<file path="src/rtl/wb_uart_pkg.sv">
// ==========================================================================
// wb_uart_pkg : register map, STATUS bit positions and FSM encodings. Rev 1.0
// ==========================================================================
`default_nettype none
`timescale 1ns/1ps

package wb_uart_pkg;

  typedef enum logic [1:0] {
    REG_DATA   = 2'd0,
    REG_STATUS = 2'd1,
    REG_DIV    = 2'd2,
    REG_CTRL   = 2'd3
  } reg_idx_t;

  localparam int ST_TX_READY  = 0;
  localparam int ST_TX_BUSY   = 1;
  localparam int ST_RX_VALID  = 2;
  localparam int ST_RX_FULL   = 3;
  localparam int ST_OVERRUN   = 4;
  localparam int ST_FRAME_ERR = 5;

  localparam int OVERSAMPLE = 16;
  localparam logic [3:0] TICK_LAST = 4'(OVERSAMPLE - 1);
  localparam logic [3:0] TICK_MID  = 4'(OVERSAMPLE / 2 - 1);

  typedef enum logic [1:0] {
    TX_IDLE  = 2'd0,
    TX_START = 2'd1,
    TX_DATA  = 2'd2,
    TX_STOP  = 2'd3
  } tx_state_t;

  typedef enum logic [1:0] {
    RX_IDLE  = 2'd0,
    RX_START = 2'd1,
    RX_DATA  = 2'd2,
    RX_STOP  = 2'd3
  } rx_state_t;

endpackage

`default_nettype wire

</file>
<file path="src/rtl/wb_uart_fifo.sv">
// ==========================================================================
// wb_uart_fifo : 8-bit synchronous FIFO, power-of-two depth. Rev 1.0
// ==========================================================================
`default_nettype none
`timescale 1ns/1ps

module wb_uart_fifo #(
  parameter int DEPTH = 4
) (
  input  logic       clk,
  input  logic       rst_n,
  input  logic       push,
  input  logic       pop,
  input  logic [7:0] din,
  output logic [7:0] dout,
  output logic       empty,
  output logic       full
);

  localparam int AW = $clog2(DEPTH);

  // One extra pointer bit tells full from empty when the index bits match.
  logic [AW:0] wr_ptr;
  logic [AW:0] rd_ptr;
  logic [7:0]  mem [DEPTH];
  logic        do_push;
  logic        do_pop;

  assign empty   = (wr_ptr == rd_ptr);
  assign full    = (wr_ptr[AW] != rd_ptr[AW]) && (wr_ptr[AW-1:0] == rd_ptr[AW-1:0]);
  assign do_push = push & ~full;
  assign do_pop  = pop & ~empty;
  assign dout    = mem[rd_ptr[AW-1:0]];

  always_ff @(posedge clk or negedge rst_n) begin
    if (!rst_n) begin
      wr_ptr <= '0;
      rd_ptr <= '0;
    end else begin
      if (do_push) wr_ptr <= wr_ptr + 1'b1;
      if (do_pop)  rd_ptr <= rd_ptr + 1'b1;
    end
  end

  always_ff @(posedge clk) begin
    if (do_push) mem[wr_ptr[AW-1:0]] <= din;
  end

endmodule

`default_nettype wire

</file>
<file path="src/rtl/wb_uart.sv">
// ==========================================================================
// wb_uart : zero-wait-state Wishbone 8N1 UART with RX FIFO and irq. Rev 1.0
// ==========================================================================
`default_nettype none
`timescale 1ns/1ps

module wb_uart
  import wb_uart_pkg::*;
#(
  parameter logic [15:0] DIV_RESET = 16'd26,
  parameter int          RX_DEPTH  = 4
) (
  input  logic        clk,
  input  logic        rst_n,
  input  logic [2:1]  wb_adr,
  input  logic [15:0] wb_dat_m,
  output logic [15:0] wb_dat_s,
  input  logic        wb_we,
  input  logic        wb_stb,
  input  logic        wb_cyc,
  output logic        wb_ack,
  output logic        txd,
  input  logic        rxd,
  output logic        irq
);

  reg_idx_t    sel;
  logic        bus_wr, bus_rd;
  logic        wr_data, wr_div, wr_ctrl, rd_data, rd_status;
  logic [15:0] div_q;
  logic [1:0]  ctrl_q;
  logic        hold_full;
  logic [7:0]  hold_data;
  logic        overrun, frame_err;
  logic        tx_ready, tx_busy, rx_valid, rx_full;
  logic [15:0] status;
  logic [15:0] tick_cnt;
  logic        tick;

  assign wb_ack    = wb_cyc & wb_stb;
  assign sel       = reg_idx_t'(wb_adr);
  assign bus_wr    = wb_ack & wb_we;
  assign bus_rd    = wb_ack & ~wb_we;
  assign wr_data   = bus_wr && (sel == REG_DATA) && tx_ready;
  assign wr_div    = bus_wr && (sel == REG_DIV);
  assign wr_ctrl   = bus_wr && (sel == REG_CTRL);
  assign rd_data   = bus_rd && (sel == REG_DATA);
  assign rd_status = bus_rd && (sel == REG_STATUS);

  assign tick = (tick_cnt == div_q);

  always_ff @(posedge clk or negedge rst_n) begin
    if (!rst_n)              tick_cnt <= '0;
    else if (wr_div || tick) tick_cnt <= '0;
    else                     tick_cnt <= tick_cnt + 16'd1;
  end

  // ---------------- transmitter ----------------
  tx_state_t  tx_state, tx_state_n;
  logic [3:0] tx_sub, tx_sub_n;
  logic [2:0] tx_bit, tx_bit_n;
  logic [7:0] tx_sh, tx_sh_n;
  logic       txd_n;
  logic       tx_load;

  assign tx_ready = ~hold_full;
  assign tx_busy  = (tx_state != TX_IDLE);

  always_ff @(posedge clk or negedge rst_n) begin
    if (!rst_n) begin
      tx_state <= TX_IDLE;
      tx_sub   <= '0;
      tx_bit   <= '0;
      tx_sh    <= '0;
      txd      <= 1'b1;
    end else begin
      tx_state <= tx_state_n;
      tx_sub   <= tx_sub_n;
      tx_bit   <= tx_bit_n;
      tx_sh    <= tx_sh_n;
      txd      <= txd_n;
    end
  end

  always_comb begin
    tx_state_n = tx_state;
    tx_sub_n   = tx_sub;
    tx_bit_n   = tx_bit;
    tx_sh_n    = tx_sh;
    txd_n      = txd;
    tx_load    = 1'b0;
    case (tx_state)
      TX_IDLE: begin
        txd_n = 1'b1;
        if (hold_full) begin
          tx_load    = 1'b1;
          tx_sh_n    = hold_data;
          tx_sub_n   = '0;
          txd_n      = 1'b0;
          tx_state_n = TX_START;
        end
      end
      TX_START: begin
        if (tick) begin
          if (tx_sub == TICK_LAST) begin
            tx_sub_n   = '0;
            tx_bit_n   = '0;
            txd_n      = tx_sh[0];
            tx_state_n = TX_DATA;
          end else begin
            tx_sub_n = tx_sub + 4'd1;
          end
        end
      end
      TX_DATA: begin
        if (tick) begin
          if (tx_sub == TICK_LAST) begin
            tx_sub_n = '0;
            if (tx_bit == 3'd7) begin
              txd_n      = 1'b1;
              tx_state_n = TX_STOP;
            end else begin
              tx_bit_n = tx_bit + 3'd1;
              tx_sh_n  = {1'b0, tx_sh[7:1]};
              txd_n    = tx_sh[1];
            end
          end else begin
            tx_sub_n = tx_sub + 4'd1;
          end
        end
      end
      TX_STOP: begin
        if (tick) begin
          if (tx_sub == TICK_LAST) begin
            tx_sub_n = '0;
            // A refilled holding register chains straight into the next start bit.
            if (hold_full) begin
              tx_load    = 1'b1;
              tx_sh_n    = hold_data;
              txd_n      = 1'b0;
              tx_state_n = TX_START;
            end else begin
              tx_state_n = TX_IDLE;
            end
          end else begin
            tx_sub_n = tx_sub + 4'd1;
          end
        end
      end
      default: tx_state_n = TX_IDLE;
    endcase
  end

  // ---------------- receiver ----------------
  rx_state_t  rx_state, rx_state_n;
  logic [1:0] rx_sync;
  logic       rxs;
  logic [3:0] rx_sub, rx_sub_n;
  logic [2:0] rx_bit, rx_bit_n;
  logic [7:0] rx_sh, rx_sh_n;
  logic       rx_push, rx_ovr_set, rx_fe_set;
  logic [7:0] fifo_dout;
  logic       fifo_empty;

  assign rxs      = rx_sync[1];
  assign rx_valid = ~fifo_empty;

  always_ff @(posedge clk or negedge rst_n) begin
    if (!rst_n) begin
      rx_sync  <= 2'b11;
      rx_state <= RX_IDLE;
      rx_sub   <= '0;
      rx_bit   <= '0;
      rx_sh    <= '0;
    end else begin
      rx_sync  <= {rx_sync[0], rxd};
      rx_state <= rx_state_n;
      rx_sub   <= rx_sub_n;
      rx_bit   <= rx_bit_n;
      rx_sh    <= rx_sh_n;
    end
  end

  always_comb begin
    rx_state_n = rx_state;
    rx_sub_n   = rx_sub;
    rx_bit_n   = rx_bit;
    rx_sh_n    = rx_sh;
    rx_push    = 1'b0;
    rx_ovr_set = 1'b0;
    rx_fe_set  = 1'b0;
    case (rx_state)
      RX_IDLE: begin
        if (!rxs) begin
          rx_sub_n   = '0;
          rx_state_n = RX_START;
        end
      end
      RX_START: begin
        if (tick) begin
          if (rx_sub == TICK_MID) begin
            rx_sub_n   = '0;
            rx_bit_n   = '0;
            rx_state_n = rxs ? RX_IDLE : RX_DATA;
          end else begin
            rx_sub_n = rx_sub + 4'd1;
          end
        end
      end
      RX_DATA: begin
        if (tick) begin
          if (rx_sub == TICK_LAST) begin
            rx_sub_n = '0;
            rx_sh_n  = {rxs, rx_sh[7:1]};
            if (rx_bit == 3'd7) rx_state_n = RX_STOP;
            else                rx_bit_n   = rx_bit + 3'd1;
          end else begin
            rx_sub_n = rx_sub + 4'd1;
          end
        end
      end
      RX_STOP: begin
        if (tick) begin
          if (rx_sub == TICK_LAST) begin
            rx_sub_n   = '0;
            rx_state_n = RX_IDLE;
            if (!rxs)        rx_fe_set  = 1'b1;
            else if (rx_full) rx_ovr_set = 1'b1;
            else             rx_push    = 1'b1;
          end else begin
            rx_sub_n = rx_sub + 4'd1;
          end
        end
      end
      default: rx_state_n = RX_IDLE;
    endcase
  end

  wb_uart_fifo #(
    .DEPTH (RX_DEPTH)
  ) u_rx_fifo (
    .clk   (clk),
    .rst_n (rst_n),
    .push  (rx_push),
    .pop   (rd_data),
    .din   (rx_sh),
    .dout  (fifo_dout),
    .empty (fifo_empty),
    .full  (rx_full)
  );

  // ---------------- register file ----------------
  always_ff @(posedge clk or negedge rst_n) begin
    if (!rst_n) begin
      div_q     <= DIV_RESET;
      ctrl_q    <= '0;
      hold_full <= 1'b0;
      hold_data <= '0;
      overrun   <= 1'b0;
      frame_err <= 1'b0;
      irq       <= 1'b0;
    end else begin
      if (wr_div)  div_q  <= wb_dat_m;
      if (wr_ctrl) ctrl_q <= wb_dat_m[1:0];
      if (wr_data) begin
        hold_data <= wb_dat_m[7:0];
        hold_full <= 1'b1;
      end else if (tx_load) begin
        hold_full <= 1'b0;
      end
      // A new error in the same cycle as a STATUS read must survive the clear.
      overrun   <= rx_ovr_set | (overrun & ~rd_status);
      frame_err <= rx_fe_set | (frame_err & ~rd_status);
      irq       <= (ctrl_q[0] & tx_ready) | (ctrl_q[1] & rx_valid);
    end
  end

  always_comb begin
    status               = '0;
    status[ST_TX_READY]  = tx_ready;
    status[ST_TX_BUSY]   = tx_busy;
    status[ST_RX_VALID]  = rx_valid;
    status[ST_RX_FULL]   = rx_full;
    status[ST_OVERRUN]   = overrun;
    status[ST_FRAME_ERR] = frame_err;
  end

  always_comb begin
    wb_dat_s = '0;
    case (sel)
      REG_DATA:   wb_dat_s = {8'h00, (rx_valid ? fifo_dout : 8'h00)};
      REG_STATUS: wb_dat_s = status;
      REG_DIV:    wb_dat_s = div_q;
      REG_CTRL:   wb_dat_s = {14'd0, ctrl_q};
      default:    wb_dat_s = '0;
    endcase
  end

endmodule

`default_nettype wire

</file>
<file path="config.mk">
export PLATFORM = sky130hd
export DESIGN_NAME = wb_uart
export DESIGN_NICKNAME = d
export VERILOG_FILES = /design/src/rtl/wb_uart_pkg.sv /design/src/rtl/wb_uart_fifo.sv /design/src/rtl/wb_uart.sv
export SDC_FILE = /design/constraint.sdc
export NUM_CORES = 1
export LEC_CHECK = 0
export ABC_CLOCK_PERIOD_IN_PS = 2600
export CORE_MARGIN = 5
export CORE_UTILIZATION = 44
export DETAILED_ROUTE_END_ITERATION = 8
export PLACE_DENSITY = 0.68
export SYNTH_ARGS = -nofsm -noshare
export SYNTH_HDL_FRONTEND = slang
export SYNTH_SLANG_ARGS = --single-unit
</file>
<file path="constraint.sdc">
create_clock -name clk -period 2.6 [get_ports clk]
set_clock_uncertainty 0.05 [all_clocks]
set_input_delay 0.52 -clock clk [delete_from_list [all_inputs] [get_ports clk]]
set_output_delay 0.52 -clock clk [all_outputs]
set_load 0.1 [all_outputs]
</file>
==> results of run 1 <==
[cell families after synthesis]
family          after synthesis
compound gates               61
xor+xnor                     38
fa+ha+maj                    17
buf+inv                      37
flops                       121
mux                          62
simple gates                134
[critical path, stage by stage (launching register included)]
cell,delay [ns]
dfrtp_2,0.47
mux4_2,0.53
nor3b_4,0.17
a21oi_2,0.12
o22ai_2,0.13
buf_12,0.18
[report_power, final]
part           total (W)  switching, W  leakage (nW)  internal (W)
registers        0.00239      0.000239          1.37       0.00215
logic            0.00105      0.000561          1.49      0.000490
clock network    0.00254      0.000820         0.310       0.00172
[stage by stage]
| step | worst slack, ns | total power [W] | instances |
|---|---|---|---|
| floorplan | -0.217 | 0.00306 | 470 |
| global placement | 0.122 | 0.00341 | 692 |
| detailed placement | 0.0377 | 0.00344 | 692 |
| CTS | -0.0649 | 0.00601 | 726 |
| global route | -0.0857 | 0.00624 | 726 |
| finish | 0.0122 | 0.00598 | 726 |
[repair_timing]
item | 4_1_cts | 5_1_grt
gates resized for setup | 6 | 12
setup endpoints to repair | 7 | 19
buffers inserted | 2 | 0
pin swaps | 1 | 6
[final cells by class]
cell class,instances,area [sq um]
Timing Repair Buffer,66,821
Clock inverter,13,201
Tap cell,176,220
Multi-Input combinational cell,312,2580
Sequential cell,121,3200
Inverter,19,71.3
Clock buffer,19,443
Fill cell,1019,5550
[flip-flops by register name (all words and copies together), names as in the netlist, named ones only]
signal,cells
rx_sub,4
irq,1
tx_sub,4
tx_state,2
tx_sh,8
rx_bit,3
txd,1
rx_sh,8
tx_bit,3
tick_cnt,16
frame_err,1
rx_state,1
div_q,16
hold_full,1
hold_data,8
overrun,1
u_rx_fifo.rd_ptr,3
u_rx_fifo.mem,32
rx_sync,2
u_rx_fifo.wr_ptr,3
ctrl_q,2
[layer usage]
metal,vias to the layer above,routed length (um)
met5,-,0
met4,0,187
met3,16,454
met2,63,6400
met1,1935,5250
li1,1804,-
[cells in the mapped netlist (all sizes together) (9+ instances only)]
library cell,instances
nand2,30
inv,19
and2,14
nand3,15
edfxtp,32
nor2,31
dfrtp,83
o21ai,28
ha,17
clkbuf,10
xor2,18
a21oi,11
mux2,52
and3,9
xnor2,20
[final timing paths]
kind | start | endpoint | slack [ns] | depth (start not counted)
min reg2reg | rx_sync[0]$_DFF_PN1_ | rx_sync[1]$_DFF_PN1_ | 0.31 | 0
min in group clk | rx_sync[0]$_DFF_PN1_ | rx_sync[1]$_DFF_PN1_ | 0.31 | 0
max reg2reg | div_q[1]$_DFFE_PN1P_ | tx_sh[3]$_DFFE_PN0P_ | 0.24 | 7
max | u_rx_fifo.rd_ptr[0]$_DFFE_PN0P_ | wb_dat_s[3] | 0.01 | 5
min | rst_n | rx_sh[6]$_DFFE_PN0P_ | 0.001 | 1
max in group asynchronous | rst_n | txd$_DFFE_PN1P_ | 1.76 | 2
==> out/results.ini, run 1 <==
[layout]
fin_area_sq_um = 7530
nNetsFinal = 578
utilization_pct = 57.6
final_common_cell = dfrtp_1
diodes = 0
drive_above_1_share_pct = 30.4
final_cell_mix = dfrtp_1 (82), mux2_2 (44), edfxtp_1 (32)
syn_to_final_growth_pct = 30.0

[timing]
holdWs_ns = 0.00133
setup_viol = 0
slew_viol_final = 0
tightest_slew_ns = 0.459
max_freq_mhz = 386
rsz0062_at_grt = true
finalHoldViolCount = 0
relSlewSlack_pct = 69.4
finalCritPeriodShare_pct = 99.5
final.setup.tns_ns = 0
layout_min_cycle_time_ns = 2.59

[power_and_ir_drop]
leakagePower_nw = 3.17
ir_worst_vdd_mv = 0.566
power_density_nw_per_um2 = 794

[cts]
ctsHoldBuffers = 0
cts_tree = done
clk_latency_ns = 0.41
cts.clk_slew.worst_paths_ns = 0.06
ctsRootBufferMaster = clkbuf_16
h-tree-depth = 4
cts_buffers = 17
clock_path_buffers = 2
cts.sinks = 121

[global_routing]
use_met1_pct = 21.6
grt_pass1_wl_um = 20800
grt_usage_pct = 17.0
grt_max_degree = 38
antenna_found_initial = 0
grt_pass1_vias = 3977
grt-busiest-layer = met2
gr-usage-met3_pct = 4.55
overflow = 0
grtUsageMet2_pct = 28.1

[placed_design]
gp_congestion = 0.826
io_buffer_count = 42
placed_area_sq_um = 6790
place_hpwl_um = 8730

[floorplan]
fp.coreArea_sq_um = 13100
die-area_sq_um = 15600
ios = 43
start_util_pct = 44.3
rows = 42
die_w_um = 125
die_h_um = 125

[yosys]
synth-seq-cells = 121
yosys_warnings = 0
yosys.area_share.xor_xnor_pct = 5.74
ys_seq_area_share_pct = 55.1
synth_top_cell_by_area = dfrtp_1
synth_compound_area_share_pct = 6.71
synth_flop_cell = dfrtp_1
synth_edf_count = 32
synthTopCellsByArea = dfrtp_1 (36%), edfxtp_1 (17%), mux2_2 (8.5%)
synthAdderAreaFrac_pct = 3.67
syn_area_per_cell_sq_um = 12.3
syn_area_sq_um = 5800
synth_cell_types = 48
async_flop_share_pct = 73.6
synth_cells = 470
synth_top_family_by_area = multiplexers
synth_simple_gate_area_share_pct = 11.9
muxShareOfSynthArea_pct = 14.1
synth_nets = 511
synth_top_area_share_pct = 35.8

[detailed_routing]
dr.first_iter.drc_count = 227
wirelength_um = 12300
drc_errors = 0
dr.pass1.iters = 4
num_vias = 3818
ant_nets = 0
avgViaCountPerCell = 5.26
wire_per_inst_um = 16.9

[setup_path]
cp.arrival_ns = 2.02
critPathCaptureType = output port
crit_path_max_fanout = 6
path_class = reg -> out
cp.required_ns = 2.03
worst_setup_path_start_kind = flop

[flow_run]
drv_cap = 0

[run_status]
status = completed

[worst_hold_path]
hold_class = in -> async

Note: power is estimated with default switching activity, not from simulation.
==> inputs of run 2 (changes only) <==
--- a/config.mk
+++ b/config.mk
@@ -9,7 +9,7 @@
 export CORE_MARGIN = 5
 export CORE_UTILIZATION = 44
 export DETAILED_ROUTE_END_ITERATION = 8
-export PLACE_DENSITY = 0.68
+export PLACE_DENSITY_LB_ADDON = 0.15
 export SYNTH_ARGS = -nofsm -noshare
 export SYNTH_HDL_FRONTEND = slang
 export SYNTH_SLANG_ARGS = --single-unit
==> run 2 against run 1 <==
The run now ends with negative setup slack left. Clock-buffer cell count down 2. Sequential share of layout area up 0.36 points. Utilization down 0.49 points. Total power down 3.2%. First-iteration DRC count down 16%. Via count down 1.7%. Die area unchanged. Critical path depth up 1.
==> out/results.ini, run 2 (synthesized netlist as in run 1, its figures left out) <==
[run_status]
status = finished, violations left
failed_checks = negative setup slack

[floorplan]
ios = 43
start_util_pct = 44.3
fp.coreArea_sq_um = 13100
die_h_um = 125
die-area_sq_um = 15600
rows = 42
die_w_um = 125

[setup_path]
critPathCaptureType = output port
worst_setup_path_start_kind = flop
cp.arrival_ns = 2.10
cp.required_ns = 2.03
crit_path_max_fanout = 5
path_class = reg -> out
reg2reg_slack_ns = 0.21

[cts]
clock_path_buffers = 2
cts_tree = done
cts.sinks = 121
h-tree-depth = 4
cts.clk_slew.worst_paths_ns = 0.06
ctsRootBufferMaster = clkbuf_16
clk_latency_ns = 0.41
ctsHoldBuffers = 0
cts_buffers = 17

[layout]
syn_to_final_growth_pct = 28.9
drive_above_1_share_pct = 30.6
nNetsFinal = 583
largest_register_ffs = 32
final_common_cell = dfrtp_1
diodes = 0
final_cell_mix = dfrtp_1 (82), mux2_2 (44), edfxtp_1 (32)
fin_area_sq_um = 7470
nFillCells = 1064

[power_and_ir_drop]
leakagePower_nw = 3.15
ir_worst_vdd_mv = 0.578
power_density_nw_per_um2 = 775
power_w = 0.00579

[detailed_routing]
wirelength_um = 12200
drc_errors = 0
wire_per_inst_um = 16.6
dr.first_iter.drc_count = 191
ant_nets = 0
avgViaCountPerCell = 5.13
dr.pass1.iters = 6
num_vias = 3752

[global_routing]
antenna_found_initial = 0
grt_pass1_wl_um = 20500
overflow = 0
grt_max_degree = 46
grt_usage_pct = 16.8
grt_pass1_vias = 3974

[worst_hold_path]
hold_class = in -> async

[timing]
tightest_slew_ns = 0.612
layout_min_cycle_time_ns = 2.67
max_freq_mhz = 374
slew_viol_final = 0
finalHoldViolCount = 0
setup_viol = 3
relSlewSlack_pct = 59.2
rsz0062_at_grt = true
fin_ws_ns = -0.0738
finalCritPeriodShare_pct = 103

[placed_design]
place_hpwl_um = 8750
placed_area_sq_um = 6780
io_buffer_count = 42
gp_congestion = 0.806

[flow_run]
drv_cap = 0

## run 2: cell types whose count changed in the layout (fill, tap and decap cells not counted), moves of 3 or more
cell      previous run  this run
nor3b_1              1         4
clkinv_4             2         6
buf_4               21        29
a21oi_1              8        11
buf_12              21        18
a21oi_2              3         0
## run 2: layer usage
metal | GRT usage, % | vias to the layer above | wire, um
met5 | 0 | - | 0
met3 | 4.42 | 18 | 293
met2 | 28.1 | 41 | 6240
li1 | - | 1816 | -
met1 | 20.5 | 1877 | 5390
met4 | 6.90 | 0 | 222
## run 2: power by group
| part | switching (W) | internal, W | total [W] |
|---|---|---|---|
| combinational | 0.000552 | 0.000490 | 0.00104 |
| sequential | 0.000236 | 0.00215 | 0.00239 |
| clock | 0.000857 | 0.00150 | 0.00236 |
| total | 0.00165 | 0.00415 | 0.00579 |
## run 2: worst paths after layout
check / from / end / cells after the start
setup / recovery: u_rx_fifo.rd_ptr[0]$_DFFE_PN0P_ / wb_dat_s[4] / 6
max in group asynchronous: rst_n / rx_sync[1]$_DFF_PN1_ / 2
setup reg to reg: div_q[3]$_DFFE_PN1P_ / tx_sh[2]$_DFFE_PN0P_ / 7
hold / removal: rst_n / tx_sh[6]$_DFFE_PN0P_ / 1
min in group clk: rx_sync[0]$_DFF_PN1_ / rx_sync[1]$_DFF_PN1_ / 0
hold reg to reg: rx_sync[0]$_DFF_PN1_ / rx_sync[1]$_DFF_PN1_ / 0
## run 2: worst max-delay path, stage by stage, from the launching register on
cell and delay, ns:
dfrtp_2 0.47, buf_6 0.13, mux4_2 0.50, nor3b_1 0.16, a21oi_1 0.15, o21ai_2 0.11, buf_12 0.17
## run 2: area by class of cell
type                            instances  area [sq um]  area share [%]
Clock buffer                           17           425            5.70
Tap cell                              176           220            2.95
Inverter                               19          71.3           0.955
Timing Repair Buffer                   71           821            11.0
Clock inverter                         15           179            2.40
Multi-Input combinational cell        312          2560            34.2
Sequential cell                       121          3200            42.8
## run 2: what timing repair did
item,in CTS,in global routing
setup endpoints to repair,8,21
gates resized for setup,7,7
setup buffers,2,1
pin swaps,1,2
cloned,0,0
## run 2: through the flow
step	instances	TNS (ns)	util, %	setup slack (ns)	hold slack [ns]
finish	731	-0.166	57.1	-0.0738	0.0694
global placement	696	0	51.8	0.0879	0.296
detailed placement	696	0	51.8	0.0573	0.299
CTS	730	-0.220	56.8	-0.0714	0.0807
floorplan	470	-0.217	-	-0.217	0.174
global route	731	-0.990	57.1	-0.185	0.103
